<file path="config.mk">
export PLATFORM = sky130hd
export DESIGN_NAME = popcnt_accumulator
export DESIGN_NICKNAME = d
export VERILOG_FILES = /design/src/rtl/popcnt_accumulator.sv
export SDC_FILE = /design/constraint.sdc
export NUM_CORES = 1
export LEC_CHECK = 0
export ABC_AREA = 1
export BUFFER_PORTS_ARGS = -buffer_cell sky130_fd_sc_hd__buf_2
export CORE_MARGIN = 5
export CORE_UTILIZATION = 50
export DETAILED_ROUTE_END_ITERATION = 10
export GPL_TIMING_DRIVEN = 1
export HOLD_SLACK_MARGIN = 0.1
export PLACE_DENSITY = 0.75
export SLEW_MARGIN = 10
export SYNTH_ARGS = -nofsm -noshare
export SYNTH_HDL_FRONTEND = slang
export SYNTH_SLANG_ARGS = --single-unit
</file>
<file path="constraint.sdc">
create_clock -name clk -period 3.9 [get_ports clk]
set_input_delay 0 -clock clk [delete_from_list [all_inputs] [get_ports clk]]
set_output_delay 0 -clock clk [all_outputs]
set_load 0.01 [all_outputs]
</file>
<file path="src/rtl/popcnt_accumulator.sv">
// popcnt_accumulator: reduces each 14-bit product vector to a popcount and
// accumulates popcounts per packet (terminated by in_last), emitting one
// saturating sum/beat-count result per packet on a valid/ready output.
// Pipeline: S1 holds the registered popcount, S2 is the accumulator/output FSM.

// adder_14to4: 14-input ones counter, result on {O3,O2,O1,O0}.
module adder_14to4 (
  input  logic [13:0] a,
  output logic        O3,
  output logic        O2,
  output logic        O1,
  output logic        O0
);

  logic [3:0] sum;

  // Count the set bits of the product vector.
  always_comb begin
    sum = '0;
    for (int unsigned i = 0; i < 14; i++) begin
      sum = sum + {3'b000, a[i]};
    end
  end

  assign {O3, O2, O1, O0} = sum;

endmodule

module popcnt_accumulator #(
  parameter int unsigned ACC_W = 16,
  parameter int unsigned CNT_W = 8
) (
  input  logic             clk,
  input  logic             reset,
  input  logic             in_valid,
  output logic             in_ready,
  input  logic [13:0]      in_bits,
  input  logic             in_last,
  output logic             out_valid,
  input  logic             out_ready,
  output logic [ACC_W-1:0] out_sum,
  output logic [CNT_W-1:0] out_count,
  output logic             out_sat
);

  localparam logic [0:0] ACCUM = 1'b0;
  localparam logic [0:0] HOLD  = 1'b1;

  logic [0:0]       state;
  logic             s1_valid;
  logic             s1_last;
  logic [3:0]       s1_pc;
  logic [3:0]       pc;
  logic             xfer;

  logic [ACC_W-1:0] acc;
  logic [CNT_W-1:0] cnt;
  logic             sat;

  logic [ACC_W:0]   sum_ext;
  logic [ACC_W-1:0] sum_nxt;
  logic             sum_ovf;
  logic [CNT_W-1:0] cnt_nxt;
  logic             cnt_ovf;
  logic             ovf;

  adder_14to4 u_pc (
    .a  (in_bits),
    .O3 (pc[3]),
    .O2 (pc[2]),
    .O1 (pc[1]),
    .O0 (pc[0])
  );

  // S1 can take a beat whenever it is empty or the FSM drains it this cycle.
  assign in_ready = !s1_valid || (state == ACCUM);
  assign xfer     = in_valid && in_ready;

  // Saturating add of the staged popcount and saturating beat increment.
  always_comb begin
    sum_ext = {1'b0, acc} + (ACC_W + 1)'(s1_pc);
    sum_ovf = sum_ext[ACC_W];
    sum_nxt = sum_ovf ? '1 : sum_ext[ACC_W-1:0];
    cnt_ovf = &cnt;
    cnt_nxt = cnt_ovf ? cnt : cnt + CNT_W'(1);
    ovf     = sum_ovf || cnt_ovf;
  end

  // S1: capture popcount on transfer, empty once consumed, freeze during HOLD.
  always_ff @(posedge clk) begin
    if (reset) begin
      s1_valid <= 1'b0;
      s1_last  <= 1'b0;
      s1_pc    <= '0;
    end else if (xfer) begin
      s1_valid <= 1'b1;
      s1_last  <= in_last;
      s1_pc    <= pc;
    end else if (state == ACCUM) begin
      s1_valid <= 1'b0;
    end
  end

  // S2: accumulate within a packet, publish and hold the result at packet end.
  always_ff @(posedge clk) begin
    if (reset) begin
      state     <= ACCUM;
      acc       <= '0;
      cnt       <= '0;
      sat       <= 1'b0;
      out_valid <= 1'b0;
      out_sum   <= '0;
      out_count <= '0;
      out_sat   <= 1'b0;
    end else begin
      case (state)
        ACCUM: begin
          if (s1_valid) begin
            if (!s1_last) begin
              acc <= sum_nxt;
              cnt <= cnt_nxt;
              sat <= sat || ovf;
            end else begin
              out_sum   <= sum_nxt;
              out_count <= cnt_nxt;
              out_sat   <= sat || ovf;
              out_valid <= 1'b1;
              acc       <= '0;
              cnt       <= '0;
              sat       <= 1'b0;
              state     <= HOLD;
            end
          end
        end
        HOLD: begin
          if (out_ready) begin
            out_valid <= 1'b0;
            state     <= ACCUM;
          end
        end
        default: state <= ACCUM;
      endcase
    end
  end

endmodule

</file>
==> results.tsv <==
metric	value	unit
fin nets	508	
non-filler instance count after layout	548	
fmax	309	MHz
clk slew on worst S/H paths	0.07	ns
Clock Latency Late Sink	0.34	ns
# IOs	46	
share of cells above drive strength 1	22.2	%
Reg power frac	45.1	%
clock tree buffer depth	2	
routed vias	2783	
routability congestion estimate	0.846	
synth top area cells	dfxtp_1 37%, nand2_1 15%, inv_1 6.0%	
combinational share of power	19.6	%
outcome	completed	
TNS Setup	0	ns
worst-path maximum fanout	1	
Hold Crit Class	input port to register	
Syn Nets	457	
CTS tree	built	
CTS Root Cell	clkbuf_8	
Largest stage delay, worst path	0.59	ns
Clock Sinks	58	
Routed wire per std cell	12.6	microns
die width	89.3	microns
Netlist cell types	32	
CTS H-tree depth	3	
final setup margin	0.661	ns
register area	1160	sq um
Worst slew margin	23.1	%
DRC viols	0	
fill count	564	
antenna violations before repair	0	
P per Cell Area	380	nW/um^2
power share of the clock group	35.3	%
DR iter-0 viols	143	
switching portion of total power	28.3	%
grt met3 use	4.24	%
Slew Limit Fails	0	
RSZ-0062 raised after global routing	false	
Initial Util	52.2	%
post-placement cell count	527	
GR Util met2	33.9	%
DIE HEIGHT	89.3	microns
worst setup path class	input port to register	
Syn Std Cell Area	3150	sq um
detailed placer's ending HPWL	4.86	mm
vias per cell	5.08	
Max-cap violations	0	
Worst EP arrival	3.50	ns
Total GRT Usage	19.0	%
WP data required	4.16	ns
die area	7980	sq um
drt first pass iters	4	
Seq/Total Area, Yosys	36.9	%
CP endpoint kind	register	
CP most frequent cell	fa_1	
maximum vdd ir drop	0.000212	V
CTS Buf Count	9	
Area Overhead vs Synth	15.8	%
final core occ	60.5	%
pre-CTS WS	0.412	ns
clock skew	0.00854	ns
FF+latch count, synth	58	
most common cell after layout, fill and taps aside	nand2_1	
Multi-input gate area	1720	sq um
ant diodes	0	
Final Hold Fails	0	
grt ovf	0	
Tmin final	3.24	ns
core area	6030	sq um
Synth Warn #	0	
worst slew pin tran	1.15	ns
Routed Antenna Nets	0	
met1 Use GR	21.5	%
cts hold-fix bufs	6	
Finish-stage setup viols	0	
synthesized instance count	418	
Synth area leader	dfxtp_1	
Final Power	0.00138	W
syn_area_per_cell	7.53	sq um
net switching power	0.000392	W
leakage power	1.76	nW
Startpoint Class	input port	
largest net degree at the start of global routing	31	
commonest cells after routing, fill and taps aside	129 x nand2_1, 58 x dfxtp_1, 50 x inv_1	
Routed WL	6.91	mm
top cell type's share of synthesized area	36.9	%
most utilized layer in the global route result	met2	
critical-path cell list	buf_2 -> ha_1 -> inv_1 -> fa_1 -> fa_1 -> fa_1 -> fa_1 -> fa_1 -> dlygate4sd3_1 -> a21oi_1	
Cell Int Power	0.000993	W
vias in the first global route	2711	
CP max-delay cell	dlygate4sd3_1	
first-pass GRT wire length	11.7	mm
row count	28	
Buffers on Ports	45	
final worst-path cycle share	83.1	%
post-CTS sizing	0	
postcts setup bufs	0	
cell type report:
type	instances	area share, %
Clock inverter	3	0.412
Sequential cell	58	31.9
Timing Repair Buffer	53	8.24
Tap cell	75	2.58
Clock buffer	12	4.26
Inverter	54	5.56
Multi-Input combinational cell	293	47.1
cells in the mapped netlist:
library cell,n
a21oi_1,24
a21oi_2,12
a22o_1,10
buf_1,1
buf_2,5
buf_4,1
buf_6,1
clkbuf_1,5
dfxtp_1,58
fa_1,9
ha_1,11
inv_1,50
inv_2,4
nand2_1,129
nand2_2,9
nand3_1,22
nand3_2,8
nand4_1,2
nand4_2,1
nor2_1,17
nor2_2,3
nor2_4,1
nor3_1,1
nor3_4,1
o211ai_1,2
o21ai_0,14
o21ai_1,1
o31ai_1,1
or2_0,1
or2_2,5
xnor2_1,3
xor2_1,6
power by group through the flow:
stage               registers (W)  clock network, W  logic (W)
finish                   0.000625          0.000489   0.000271
floorplan                0.000635                 0   0.000198
global route             0.000626          0.000536   0.000318
global placement         0.000637                 0   0.000238
detailed placement       0.000637                 0   0.000252
CTS                      0.000625          0.000502   0.000270
flip-flops by register name (all words and copies together), names as in the netlist:
register	flops
out_valid	1
out_count	8
s1_pc	4
s1_valid	1
state	1
cnt	8
acc	16
out_sum	16
out_sat	1
s1_last	1
sat	1
cells by family (layout without fill, tap and decap cells):
group,Yosys count,after routing,share of synthesized area [%]
AO/OA/AOI/OAI,64,64,13.0
XOR/XNOR,9,9,2.51
adder cells (fa/ha/maj),20,20,10.1
buffers and inverters,67,122,8.55
flip-flops,58,58,36.9
AND/OR/NAND/NOR,200,200,28.9
worst paths after layout:
path / to / from / cells after the start / slack [ns]
min: acc[15] / reset / 2 / 0.20
min reg2reg: out_sum[10] / out_sum[10] / 2 / 0.45
max reg2reg: acc[10] / s1_pc[0] / 12 / 1.67
max: s1_pc[0] / in_bits[0] / 10 / 0.66
worst max-delay path, delay by kind of cell:
| family | cells | cell delay, ns |
|---|---|---|
| AO/OA/AOI/OAI | 1 | 0.14 |
| adder cells (fa/ha/maj) | 6 | 2.60 |
| buffers and inverters | 3 | 0.76 |
routing by layer:
metal	wire (microns)	share of wire (%)
met2	3440	50
met4	127	1.8
met1	3060	44
met3	285	4.1
met5	0	0
per-stage QoR:
stage	hold slack (ns)	instance area, sq um
after floorplan	0.103	3150
after global routing	0.219	3640
after global placement	0.203	3410
after CTS	0.185	3640
after detailed placement	0.218	3410
final	0.200	3640
Power figures use the tool's default switching activity.
